===== src/rtl/ara_tb_pkg.sv =====
// rtl/ara_tb_pkg.sv - shared types and helpers for the tohost monitor
package ara_tb_pkg;

  localparam logic [63:0] DefaultTohostAddr = 64'h8000_1000;

  typedef struct packed {
    logic [63:0] addr;
    logic [7:0]  len;
    logic [2:0]  size;
  } aw_entry_t;

  typedef enum logic {ST_RUN, ST_DONE} mon_state_e;

  // INCR burst: every beat advances by one full beat of 2^size bytes
  function automatic logic [63:0] beat_addr(aw_entry_t entry, logic [7:0] idx);
    return entry.addr + (64'(idx) << entry.size);
  endfunction

endpackage


===== src/rtl/ara_tohost_aw_fifo.sv =====
// rtl/ara_tohost_aw_fifo.sv - outstanding AW tracker with same-cycle bypass when empty
module ara_tohost_aw_fifo
  import ara_tb_pkg::*;
#(
  parameter int unsigned Depth = 4
) (
  input  logic      clk_i,
  input  logic      rst_i,
  input  logic      push_i,
  input  aw_entry_t entry_i,
  input  logic      pop_i,
  output aw_entry_t head_o,
  output logic      head_valid_o,
  output logic      full_o,
  output logic      empty_o,
  output logic      drop_o
);

  localparam int unsigned PtrW = $clog2(Depth);

  aw_entry_t       mem_q [Depth];
  logic [PtrW-1:0] wr_ptr_q, rd_ptr_q;
  logic [PtrW:0]   count_q;
  logic            bypass, do_push, do_pop;

  assign empty_o      = (count_q == '0);
  assign full_o       = (count_q == (PtrW+1)'(Depth));
  assign bypass       = empty_o & push_i & pop_i;
  assign do_pop       = pop_i & ~empty_o;
  assign do_push      = push_i & ~bypass & (~full_o | pop_i);
  assign drop_o       = push_i & full_o & ~pop_i;
  assign head_valid_o = ~empty_o | push_i;
  assign head_o       = empty_o ? entry_i : mem_q[rd_ptr_q];

  always_ff @(posedge clk_i or posedge rst_i) begin
    if (rst_i) begin
      wr_ptr_q <= '0;
      rd_ptr_q <= '0;
      count_q  <= '0;
    end else begin
      if (do_push) wr_ptr_q <= wr_ptr_q + 1'b1;
      if (do_pop)  rd_ptr_q <= rd_ptr_q + 1'b1;
      if (do_push & ~do_pop)      count_q <= count_q + 1'b1;
      else if (do_pop & ~do_push) count_q <= count_q - 1'b1;
    end
  end

  // Storage needs no reset: count_q gates every read
  always_ff @(posedge clk_i) begin
    if (do_push) mem_q[wr_ptr_q] <= entry_i;
  end

endmodule


===== src/rtl/ara_tohost_monitor.sv =====
// rtl/ara_tohost_monitor.sv - snoops AXI writes to tohost, exposes exit word and runtime
module ara_tohost_monitor
  import ara_tb_pkg::*;
#(
  parameter int unsigned AxiAddrWidth = 64,
  parameter int unsigned AxiDataWidth = 64,
  parameter logic [63:0] TohostAddr   = DefaultTohostAddr,
  parameter int unsigned AwDepth      = 4
) (
  input  logic                      clk_i,
  input  logic                      rst_i,
  input  logic                      aw_valid_i,
  input  logic                      aw_ready_i,
  input  logic [AxiAddrWidth-1:0]   aw_addr_i,
  input  logic [7:0]                aw_len_i,
  input  logic [2:0]                aw_size_i,
  input  logic                      w_valid_i,
  input  logic                      w_ready_i,
  input  logic                      w_last_i,
  input  logic [AxiDataWidth-1:0]   w_data_i,
  input  logic [AxiDataWidth/8-1:0] w_strb_i,
  output logic [63:0]               exit_o,
  output logic [63:0]               runtime_o,
  output logic                      err_o
);

  localparam int unsigned StrbW    = AxiDataWidth / 8;
  localparam int unsigned LaneByte = 32'(TohostAddr & 64'(StrbW - 1));

  logic        aw_hs, w_hs, head_valid, fifo_full, fifo_empty, fifo_drop, beat_ok, hit;
  aw_entry_t   aw_entry, head;
  logic [7:0]  beat_q, lane_strb;
  logic [63:0] shadow_q, shadow_d, runtime_q, lane_data, cur_addr;
  logic        err_q, err_d;
  mon_state_e  state_q, state_d;
  logic        unused_bits;

  assign aw_hs    = aw_valid_i & aw_ready_i;
  assign w_hs     = w_valid_i & w_ready_i;
  assign aw_entry = '{addr: 64'(aw_addr_i), len: aw_len_i, size: aw_size_i};

  ara_tohost_aw_fifo #(.Depth(AwDepth)) u_aw_fifo (
    .clk_i        (clk_i),
    .rst_i        (rst_i),
    .push_i       (aw_hs),
    .entry_i      (aw_entry),
    .pop_i        (w_hs & w_last_i),
    .head_o       (head),
    .head_valid_o (head_valid),
    .full_o       (fifo_full),
    .empty_o      (fifo_empty),
    .drop_o       (fifo_drop)
  );

  assign beat_ok   = w_hs & head_valid;
  assign cur_addr  = beat_addr(head, beat_q);
  assign hit       = beat_ok & ({cur_addr[63:3], 3'b000} == TohostAddr);
  assign lane_data = w_data_i[LaneByte*8 +: 64];
  assign lane_strb = w_strb_i[LaneByte +: 8];

  assign unused_bits = ^{w_data_i, w_strb_i, cur_addr[2:0], fifo_full, fifo_empty};

  always_comb begin
    shadow_d = shadow_q;
    state_d  = state_q;
    err_d    = err_q | fifo_drop | (w_hs & ~head_valid)
             | (beat_ok & w_last_i & (beat_q != head.len));
    if (hit) begin
      for (int i = 0; i < 8; i++) begin
        if (lane_strb[i]) shadow_d[8*i +: 8] = lane_data[8*i +: 8];
      end
    end
    // DONE is terminal; only reset brings the monitor back to RUN
    if (state_q == ST_RUN && hit && shadow_d[0]) state_d = ST_DONE;
  end

  always_ff @(posedge clk_i or posedge rst_i) begin
    if (rst_i) begin
      state_q   <= ST_RUN;
      shadow_q  <= '0;
      err_q     <= 1'b0;
      beat_q    <= '0;
      runtime_q <= '0;
    end else begin
      state_q  <= state_d;
      shadow_q <= shadow_d;
      err_q    <= err_d;
      if (beat_ok) beat_q <= w_last_i ? 8'd0 : beat_q + 8'd1;
      if (state_q == ST_RUN && runtime_q != '1) runtime_q <= runtime_q + 64'd1;
    end
  end

  assign exit_o    = shadow_q;
  assign runtime_o = runtime_q;
  assign err_o     = err_q;

endmodule


===== config.mk =====
export PLATFORM = sky130hd
export DESIGN_NAME = ara_tohost_monitor
export DESIGN_NICKNAME = d
export VERILOG_FILES = /design/src/rtl/ara_tb_pkg.sv /design/src/rtl/ara_tohost_aw_fifo.sv /design/src/rtl/ara_tohost_monitor.sv
export SDC_FILE = /design/constraint.sdc
export NUM_CORES = 1
export LEC_CHECK = 0
export BUFFER_PORTS_ARGS = -buffer_cell sky130_fd_sc_hd__buf_4
export CORE_MARGIN = 10
export CORE_UTILIZATION = 53
export DETAILED_ROUTE_END_ITERATION = 8
export PLACE_DENSITY_LB_ADDON = 0.12
export SLEW_MARGIN = 10
export SYNTH_ARGS = -nofsm -noshare
export SYNTH_HDL_FRONTEND = slang
export SYNTH_SLANG_ARGS = --single-unit

===== constraint.sdc =====
create_clock -name clk_i -period 7.6 [get_ports clk_i]
set_clock_uncertainty 0.1 [all_clocks]
set_input_delay 0 -clock clk_i [delete_from_list [all_inputs] [get_ports clk_i]]
set_output_delay 0 -clock clk_i [all_outputs]
set_load 0.03 [all_outputs]

==> flow_metrics.py <==
metrics = {
    "setup_path": {
        "critPathTopFamily": "compound AO/OA/AOI/OAI gates",
        "critical_path.cell_chain": "buf_4, mux4_2, mux2i_2, buf_4, mux2_2, ha_1, nand2_1, o21ai_0, a22o_1, nand4_2, a2111o_1, or4_4, a2111oi_4, nand4_4, buf_12, nor4_4, buf_4, mux2_2, dlygate4sd3_1",
        "regToRegEndpoint": "exit_o[17]",
        "crit_arrival_ps": 7600,
        "critPathCaptureType": "flip-flop",
        "reg2reg_depth": 19,
        "crit_path_max_incr_delay_ps": 590,
        "slowest_stage": "dlygate4sd3_1",
        "critPathKind": "flip-flop to flip-flop",
        "critPathMostFrequentCell": "buf_4",
        "r2r_slack_ps": 360,
        "required_ps": 7950,
        "r2r_start": "u_aw_fifo.rd_ptr_q[1]",
        "path_buf_inv": 5,
        "crit_path_max_fanout": 39,
        "critPathLaunchType": "flip-flop",
    },
    "timing": {
        "tns_ps": 0,
        "slew_headroom_pct": 38.98,
        "max_freq_ghz": 0.1381,
        "holdWs_ps": 14.52,
        "finalCriticalPeriod_ps": 7243,
        "fin_crit_sh_pct": 95.30,
        "hold_viol_final": 0,
        "worst_slew_pin_slew_ps": 915.4,
        "setup_slack_ps": 357.0,
        "finalSetupViolCount": 0,
        "slew_violations": 0,
    },
    "clock_network": {
        "cts_buffers": 46,
        "cts-root-buf": "clkbuf_16",
        "clk_transition_reported_paths_ps": 60,
        "clockBufferDepth": 3,
        "insertion_delay_ps": 600,
        "htree_levels": 2,
        "cts_tree": "done",
        "clock_sinks": 445,
    },
    "layout": {
        "nets": 2247,
        "final_area_um2": 27930,
        "fillers": 2784,
        "layout-drive-gt1-share_pct": 26.45,
        "fin_cells": 2634,
        "syn_to_final_growth_pct": 30.32,
        "fin_util_pct": 70.13,
    },
    "worst_hold_path": {
        "min_path_type": "input pin to async pin",
    },
    "placement": {
        "dp_cells": 2328,
        "place_area_um2": 24130,
        "port_buffers": 282,
        "place_ws_ps": 821.2,
        "place.gp.congestion": 0.9420,
        "hpwlAfterDp_um": 41530,
    },
    "grt": {
        "grt_pass1_vias": 16242,
        "antenna_found_initial": 4,
        "grt_max_degree": 83,
        "grt_overflow": 0,
        "grt_pass1_wl_um": 96390,
        "grt_use_total_pct": 24.84,
    },
    "synth": {
        "synth_edf_count": 300,
        "async_flop_share_pct": 32.58,
        "ys_ff_latch": 445,
        "synth_area_leaders": "edfxtp_1, dfrtp_1, mux4_2",
        "yosysWarnings": 0,
        "syn_area_um2": 21430,
        "syn_avg_cell_area_um2": 13.78,
        "syn-num-nets": 1731,
        "synth_most_common_cell": "edfxtp_1",
        "synth_cells": 1555,
        "synth_ff_type": "edfxtp_1",
        "synthTopCellsByCount": "edfxtp_1, nand2_1, dfrtp_1",
        "yosysSeqAreaShare_pct": 58.97,
        "synth_top_area_share_pct": 42.04,
        "yosysTopAreaCell": "edfxtp_1",
        "post_synth_num_cell_types": 91,
    },
    "routing": {
        "wl_per_cell_um": 23.58,
        "viasPerCell": 5.886,
        "detail-route-antenna-nets": 0,
        "firstDrtPassIters": 5,
        "wirelength_um": 62100,
        "drc_errors": 0,
        "num_vias": 15505,
        "drt_iter0_drc": 1175,
    },
    "run": {
        "maxCapViolations": 0,
    },
    "floorplan": {
        "pin_count": 283,
        "initial_core_util_pct": 53.81,
        "die_w_um": 221.1,
        "core_area_um2": 39820,
        "dieArea_um2": 48880,
        "std_cell_rows": 73,
        "die_h_um": 221.1,
    },
    "pwr": {
        "p_per_area_nw_per_um2": 300.0,
        "vdd_ir_drop_max_mv": 0.2428,
        "leakage_nw": 11.47,
        "p_total_mw": 8.377,
    },
    "status": {
        "status": "completed",
    },
}
## final cells by class
| class | count | area, um^2 | area share, % |
|---|---|---|---|
| Clock inverter | 17 | 279.0 | 0.9991 |
| Clock buffer | 66 | 1277 | 4.574 |
| Inverter | 34 | 132.6 | 0.4749 |
| Multi-Input combinational cell | 1019 | 8433 | 30.20 |
| Timing Repair Buffer | 525 | 4496 | 16.10 |
| Tap cell | 525 | 656.9 | 2.352 |
| Sequential cell | 445 | 12640 | 45.28 |
| Antenna cell | 3 | 7.507 | 0.02688 |
## worst max path at each step
stage | cells past startpoint | endpoint | startpoint | slack [ps]
final | 19 | exit_o[17] | u_aw_fifo.rd_ptr_q[1] | 360
after global routing | 22 | exit_o[17] | u_aw_fifo.rd_ptr_q[1] | -4
after CTS | 20 | exit_o[21] | u_aw_fifo.rd_ptr_q[1] | 220
after detailed placement | 19 | exit_o[17] | u_aw_fifo.rd_ptr_q[1] | 820
after global placement | 18 | exit_o[10] | u_aw_fifo.rd_ptr_q[1] | 940
after floorplan | 23 | exit_o[1] | u_aw_fifo.rd_ptr_q[0] | 5
## routing by layer
layer  vias up  part of all wire, %  track usage, %
li1       7017                    -               -
met3       117                  5.6           4.693
met4         2                  3.2           8.895
met5         -                0.021               0
met1      7865                   40           31.28
met2       504                   51           42.09
## layout by cell type, fill, tap and decap left out, types with 11 or more instances in the layout
master,instances
clkbuf_16,47
a21oi_1,30
nand2_1,185
mux2i_1,58
buf_4,308
inv_1,33
edfxtp_1,300
dfrtp_1,143
nor2_1,63
o21ai_0,29
and3_1,17
nor3_1,19
nand4_1,54
dlygate4sd3_1,215
ha_1,21
xnor2_1,76
and4_1,11
clkbuf_1,16
xor2_1,35
mux2_2,65
mux4_2,64
nand3_1,75
## flip-flops by register name, indices dropped and copies added (netlist names)
name                count
u_aw_fifo.count_q       3
state_q                 1
u_aw_fifo.mem_q       300
beat_q                  8
exit_o                 64
u_aw_fifo.wr_ptr_q      2
runtime_o              64
u_aw_fifo.rd_ptr_q      2
err_o                   1
## worst min-delay path, cell delays in order
cell           delay (ps)
dlygate4sd3_1         550
buf_4                 150
inv_6                 520
## logic make-up (layout without fill, tap and decap cells)
group | after synthesis | after routing | synth area share (%)
and+or+nand+nor | 507 | 507 | 12.64
DFF | 445 | 445 | 58.97
muxes | 205 | 205 | 14.56
AOI/OAI and AO/OA | 174 | 174 | 6.026
xor gates and xnor gates | 111 | 111 | 4.537
buffers and inverters | 91 | 642 | 1.944
adders and majority gates | 22 | 22 | 1.320
other | 0 | 3 | 0
## timing repair
item                       CTS  global route
hold buffers               215             0
setup endpoints to repair    0            64
resized for setup            0             6
setup buffers                0             5
hold endpoints to repair   459             0
## report_power, final
part / internal (mW) / switching, mW / leakage (nW) / total (mW)
Combinational: 1.22 / 1.92 / 6.01 / 3.14
Clock: 1.38 / 0.948 / 0.742 / 2.33
Sequential: 2.81 / 0.105 / 4.72 / 2.91
Power figures use the tool's default switching activity.
